## src/rtl/ram_arbiter.sv

```systemverilog
// rtl/ram_arbiter.sv - fetch/load-store arbiter for the shared data RAM (RAM_ARB_RR_EN selects round-robin)
module ram_arbiter #(
    parameter int unsigned RAM_BYTES = 16384
) (
    input  logic        clk,
    input  logic        rst_n,
    input  logic        if_req,
    input  logic [31:0] if_addr,
    output logic        if_gnt,
    output logic        if_rvalid,
    output logic [31:0] if_rdata,
    output logic        if_err,
    input  logic        ls_req,
    input  logic        ls_we,
    input  logic [2:0]  ls_type,
    input  logic [31:0] ls_addr,
    input  logic [31:0] ls_wdata,
    output logic        ls_gnt,
    output logic        ls_rvalid,
    output logic [31:0] ls_rdata,
    output logic        ls_err,
    output logic        ram_wr_en,
    output logic [31:0] ram_addr,
    output logic [2:0]  ram_rw_type,
    output logic [31:0] ram_wdata,
    input  logic [31:0] ram_rdata
);

    logic        prio_ls;
    logic [2:0]  ls_type_n;
    logic        ls_err_c;
    logic        if_err_c;
    logic        sel_err;

`ifdef RAM_ARB_RR_EN
    // Contended cycles always produce a grant, so flipping on contention alternates winners.
    always_ff @(posedge clk or negedge rst_n) begin
        if (!rst_n)
            prio_ls <= 1'b1;
        else if (ls_req && if_req)
            prio_ls <= ~prio_ls;
    end
`else
    assign prio_ls = 1'b1;
`endif

    function automatic logic acc_err(input logic [31:0] addr, input logic [2:0] t);
        logic mis;
        case (t[1:0])
            2'b01:   mis = addr[0];
            2'b10:   mis = |addr[1:0];
            default: mis = 1'b0;
        endcase
        return mis || (addr >= 32'(RAM_BYTES));
    endfunction

    always_comb begin
        case (ls_type)
            3'b000, 3'b001, 3'b010, 3'b100, 3'b101: ls_type_n = ls_type;
            default:                                ls_type_n = 3'b010;
        endcase
    end

    assign ls_err_c = acc_err(ls_addr, ls_type_n);
    assign if_err_c = acc_err(if_addr, 3'b010);

    assign ls_gnt  = ls_req && (!if_req || prio_ls);
    assign if_gnt  = if_req && !ls_gnt;
    assign sel_err = ls_gnt ? ls_err_c : if_err_c;

    // Idle cycles present the ls request to the RAM; only a fetch grant steals the port.
    assign ram_addr    = if_gnt ? if_addr : ls_addr;
    assign ram_rw_type = if_gnt ? 3'b010 : ls_type_n;
    assign ram_wdata   = ls_wdata;
    assign ram_wr_en   = rst_n && ls_gnt && ls_we && !ls_err_c;

    always_ff @(posedge clk or negedge rst_n) begin
        if (!rst_n) begin
            if_rvalid <= 1'b0;
            if_rdata  <= 32'd0;
            if_err    <= 1'b0;
            ls_rvalid <= 1'b0;
            ls_rdata  <= 32'd0;
            ls_err    <= 1'b0;
        end else begin
            if_rvalid <= if_gnt;
            ls_rvalid <= ls_gnt;
            if (if_gnt) begin
                if_err   <= sel_err;
                if_rdata <= sel_err ? 32'd0 : ram_rdata;
            end
            if (ls_gnt) begin
                ls_err   <= sel_err;
                ls_rdata <= (sel_err || ls_we) ? 32'd0 : ram_rdata;
            end
        end
    end

endmodule
```

## config.mk

```make
export PLATFORM = sky130hd
export DESIGN_NAME = ram_arbiter
export DESIGN_NICKNAME = d
export VERILOG_FILES = /design/src/rtl/ram_arbiter.sv
export SDC_FILE = /design/constraint.sdc
export NUM_CORES = 1
export LEC_CHECK = 0
export BUFFER_PORTS_ARGS = -buffer_cell sky130_fd_sc_hd__buf_4
export CAP_MARGIN = 15
export CORE_MARGIN = 4
export CORE_UTILIZATION = 36
export DETAILED_ROUTE_END_ITERATION = 10
export PLACE_DENSITY = 0.78
export SKIP_LAST_GASP = 1
export SLEW_MARGIN = 20
export SYNTH_ARGS = -nofsm -noshare
export SYNTH_HDL_FRONTEND = slang
export SYNTH_SLANG_ARGS = --single-unit
```

## constraint.sdc

```tcl
create_clock -name clk -period 1.47 [get_ports clk]
set_input_delay 0.2205 -clock clk [delete_from_list [all_inputs] [get_ports clk]]
set_output_delay 0.2205 -clock clk [all_outputs]
set_load 0.02 [all_outputs]
```

==> run_results.csv <==
group,metric,value,unit
synth,synth_edf_count,0,
detailed_routing,wl_per_cell,16.20,um
synth,ys_seq_elements,68,
critical_path,rr_worst_depth,1,
clocking,path_clk_slew,80,ps
run_status,status,"finished, violations left",
global_routing,grt_pass1_wl,17150,um
run,drv_cap,0,
die,core_area,0.009729,mm2
placement,port-buffer-count,209,
critical_path,crit_path_end_kind,"output port",
sta,rsz0062_at_grt,"true",
final_layout,antenna_cells,0,
synth,ys.flop_type,"dfrtp_1",
pwr,irDropWorstVdd,0.0006699,V
critical_path,crit_required,1250,ps
synth,synth-async-reset-ratio,100.0,%
critical_path,critical_path_arrival,1470,ps
critical_path,cp-start-kind,"primary input",
detailed_routing,via_per_inst,4.733,
critical_path,setup.worst_path.start,"ls_addr[24]",
synth,synth.distinct_cells,30,
pwr,p_total,4.375,mW
global_routing,antenna_found_initial,0,
worst_hold_path,worstHoldStart,"ram_rdata[12]",
die,row_count,36,
detailed_routing,finalWirelength,11470,um
clocking,clk_path_buf_depth,2,
sta,maxSlewHeadroom,66.57,%
sta,final_max_slew_viol_count,0,
die,dieArea,0.01162,mm2
global_routing,grt_remaining_overflow,0,
final_layout,layout-drive-gt1-share,50.43,%
detailed_routing,dr.pass1.iters,4,
global_routing,grt_max_degree,69,
clocking,cts-root-buf,"clkbuf_8",
pwr,p_leak,3.012,nW
sta,hold_violations,0,
sta,finalWorstSetupSlack,-225.2,ps
synth,synth_top_cell_area_share,47.47,%
die,ios,274,
detailed_routing,route.detailed.drc,0,
synth,syn_area,0.003585,mm2
die,die_y,107.8,um
pwr,powerDensity,787.9,mW/mm2
final_layout,final.fill_count,850,
clocking,cts_tree,"built",
final_layout,nets,708,
critical_path,timing.rr.start,"if_rdata[9]",
final_layout,seqCellArea,0.001702,mm2
final_layout,multiInputGateArea,0.001361,mm2
worst_hold_path,holdPathStages,2,
final_layout,area_growth,54.90,%
detailed_routing,drt_iter0_markers,154,
sta,period_share,115.3,%
critical_path,worstSetupPathType,"in2out",
clocking,clk_latency,320,ps
run_status,violations,"negative setup slack",
clocking,clock_sinks,68,
synth,synth.area.top_cells,"dfrtp_1, o22ai_2, nand2_1",
global_routing,grt_pass1_vias,3543,
clocking,htree_levels,3,
synth,synth_top_cell_by_area,"dfrtp_1",
sta,period_needed,1695,ps
clocking,numCtsBuffers,9,
synth,synthCells,382,
global_routing,grt_usage,18.76,%
sta,worst_pin_slew,501.4,ps
critical_path,path_max_fanout,2,
sta,max_freq,589.9,MHz
sta,setup_viol,33,
placement,gp_congestion,0.9714,
synth,ys_seq_area_share,47.47,%
die,die_w,107.8,um
die,start_util,36.84,%
placement,dp_hpwl,8877,um
worst_hold_path,worstHoldPathType,"in2reg",
detailed_routing,vias,3351,
synth,syn-num-nets,520,
sta,whs,115.3,ps
synth,yosys_warnings,0,
synth,synth_area_per_cell,9.384,um2
sta,finClkSkew,0,ps
detailed_routing,ant_nets,0,
## power breakdown
group	switching, mW	internal, mW
Clock	0.708	1.01
Combinational	0.411	0.374
Sequential	0.00110	1.87
## timing repair
| action | CTS | global route |
|---|---|---|
| setup endpoints to repair | 5 | 33 |
| endpoints found under the hold margin | 68 | 0 |
| pin swaps | 6 | 12 |
| gates cloned | 0 | 1 |
| setup buffers | 4 | 2 |
| resized for setup | 8 | 9 |
| hold buffers | 1 | 0 |
## cell families (layout without fill, tap and decap cells)
family                     count (synthesis)  in the layout  share of synthesized area [%]
and+or+nand+nor                          123            123                          15.43
AOI/OAI and AO/OA                         67             67                          19.13
DFF                                       68             68                          47.47
adders and majority gates                  2              2                         0.6980
buffers and inverters                    122            315                          17.28
## state kept, by name (all words and copies together), names as in the netlist
| name | count |
|---|---|
| ls_rvalid | 1 |
| if_err | 1 |
| if_rdata | 32 |
| ls_err | 1 |
| if_rvalid | 1 |
| ls_rdata | 32 |
## layout by cell type, fill, tap and decap left out
cell | synthesis | final
clkbuf_16 | 0 | 1
nor3b_1 | 1 | 1
inv_6 | 0 | 1
clkinv_1 | 1 | 1
o22ai_2 | 30 | 26
nand4b_4 | 1 | 1
and3_1 | 3 | 2
dfrtp_1 | 68 | 68
a21o_1 | 1 | 1
buf_12 | 0 | 5
nor3b_2 | 1 | 1
clkbuf_1 | 12 | 1
nand2_1 | 99 | 99
o21ai_0 | 1 | 1
clkbuf_8 | 1 | 10
nand4_1 | 1 | 1
nor2_1 | 4 | 3
and3_4 | 0 | 1
dlygate4sd3_1 | 0 | 1
o22ai_4 | 0 | 6
nor3_4 | 0 | 1
a21oi_1 | 1 | 1
ha_1 | 2 | 2
nand2b_4 | 0 | 1
buf_6 | 3 | 6
clkinvlp_4 | 0 | 2
and4_4 | 0 | 1
or4_1 | 4 | 1
buf_4 | 33 | 219
a22o_1 | 32 | 32
or4_4 | 1 | 4
nor2_4 | 0 | 1
bufinv_16 | 0 | 2
nor4_1 | 4 | 4
nor2_2 | 1 | 1
inv_1 | 66 | 66
## cell usage after synthesis (all sizes together) (2+ instances only)
library cell / count
nand2: 99
ha: 2
inv: 66
and3: 3
nor3b: 2
o22ai: 32
buf: 42
a22o: 32
nor2: 5
clkbuf: 13
dfrtp: 68
or4: 5
nor4: 4
## layout make-up
class / instances / area share, %
Clock buffer: 11 / 2.546
Multi-Input combinational cell: 192 / 24.52
Sequential cell: 68 / 30.64
Inverter: 67 / 4.529
Timing Repair Buffer: 232 / 33.26
Clock inverter: 5 / 1.510
Tap cell: 133 / 2.997
## worst paths after layout
kind	to	slack (ps)
max in group asynchronous	if_rvalid	690
setup reg to reg	if_rdata[9]	730
hold reg to reg	if_rdata[7]	510
hold / removal	if_rdata[12]	120
setup / recovery	ram_wr_en	-230
min in group asynchronous	ls_rdata[20]	450
## metrics by stage
step / area, um2 / setup TNS [ps] / instances / setup slack, ps / util [%]
global placement: 5170 / -10940 / 686 / -281.0 / 53.14
detailed placement: 5170 / -12110 / 686 / -284.4 / 53.14
global route: 5553 / -5890 / 708 / -262.6 / 57.07
floorplan: 3610 / -891.5 / 382 / -52.56 / -
CTS: 5466 / -5103 / 707 / -232.0 / 56.19
finish: 5553 / -4780 / 708 / -225.2 / 57.07
## worst max-delay path, stage by stage
cell and delay (ps):
buf_4 110, or4_4 540, nor2_4 110, and3_4 180, and4_4 200, buf_6 120
## routing by layer
layer,global-route usage (%),vias up,part of all wire (%)
met5,0,-,0
met4,5.681,0,1.8
met3,6.119,18,8.7
met2,34.37,169,53
met1,20.42,1589,36
li1,-,1575,-
No activity file was read; power rests on OpenSTA's default activity.
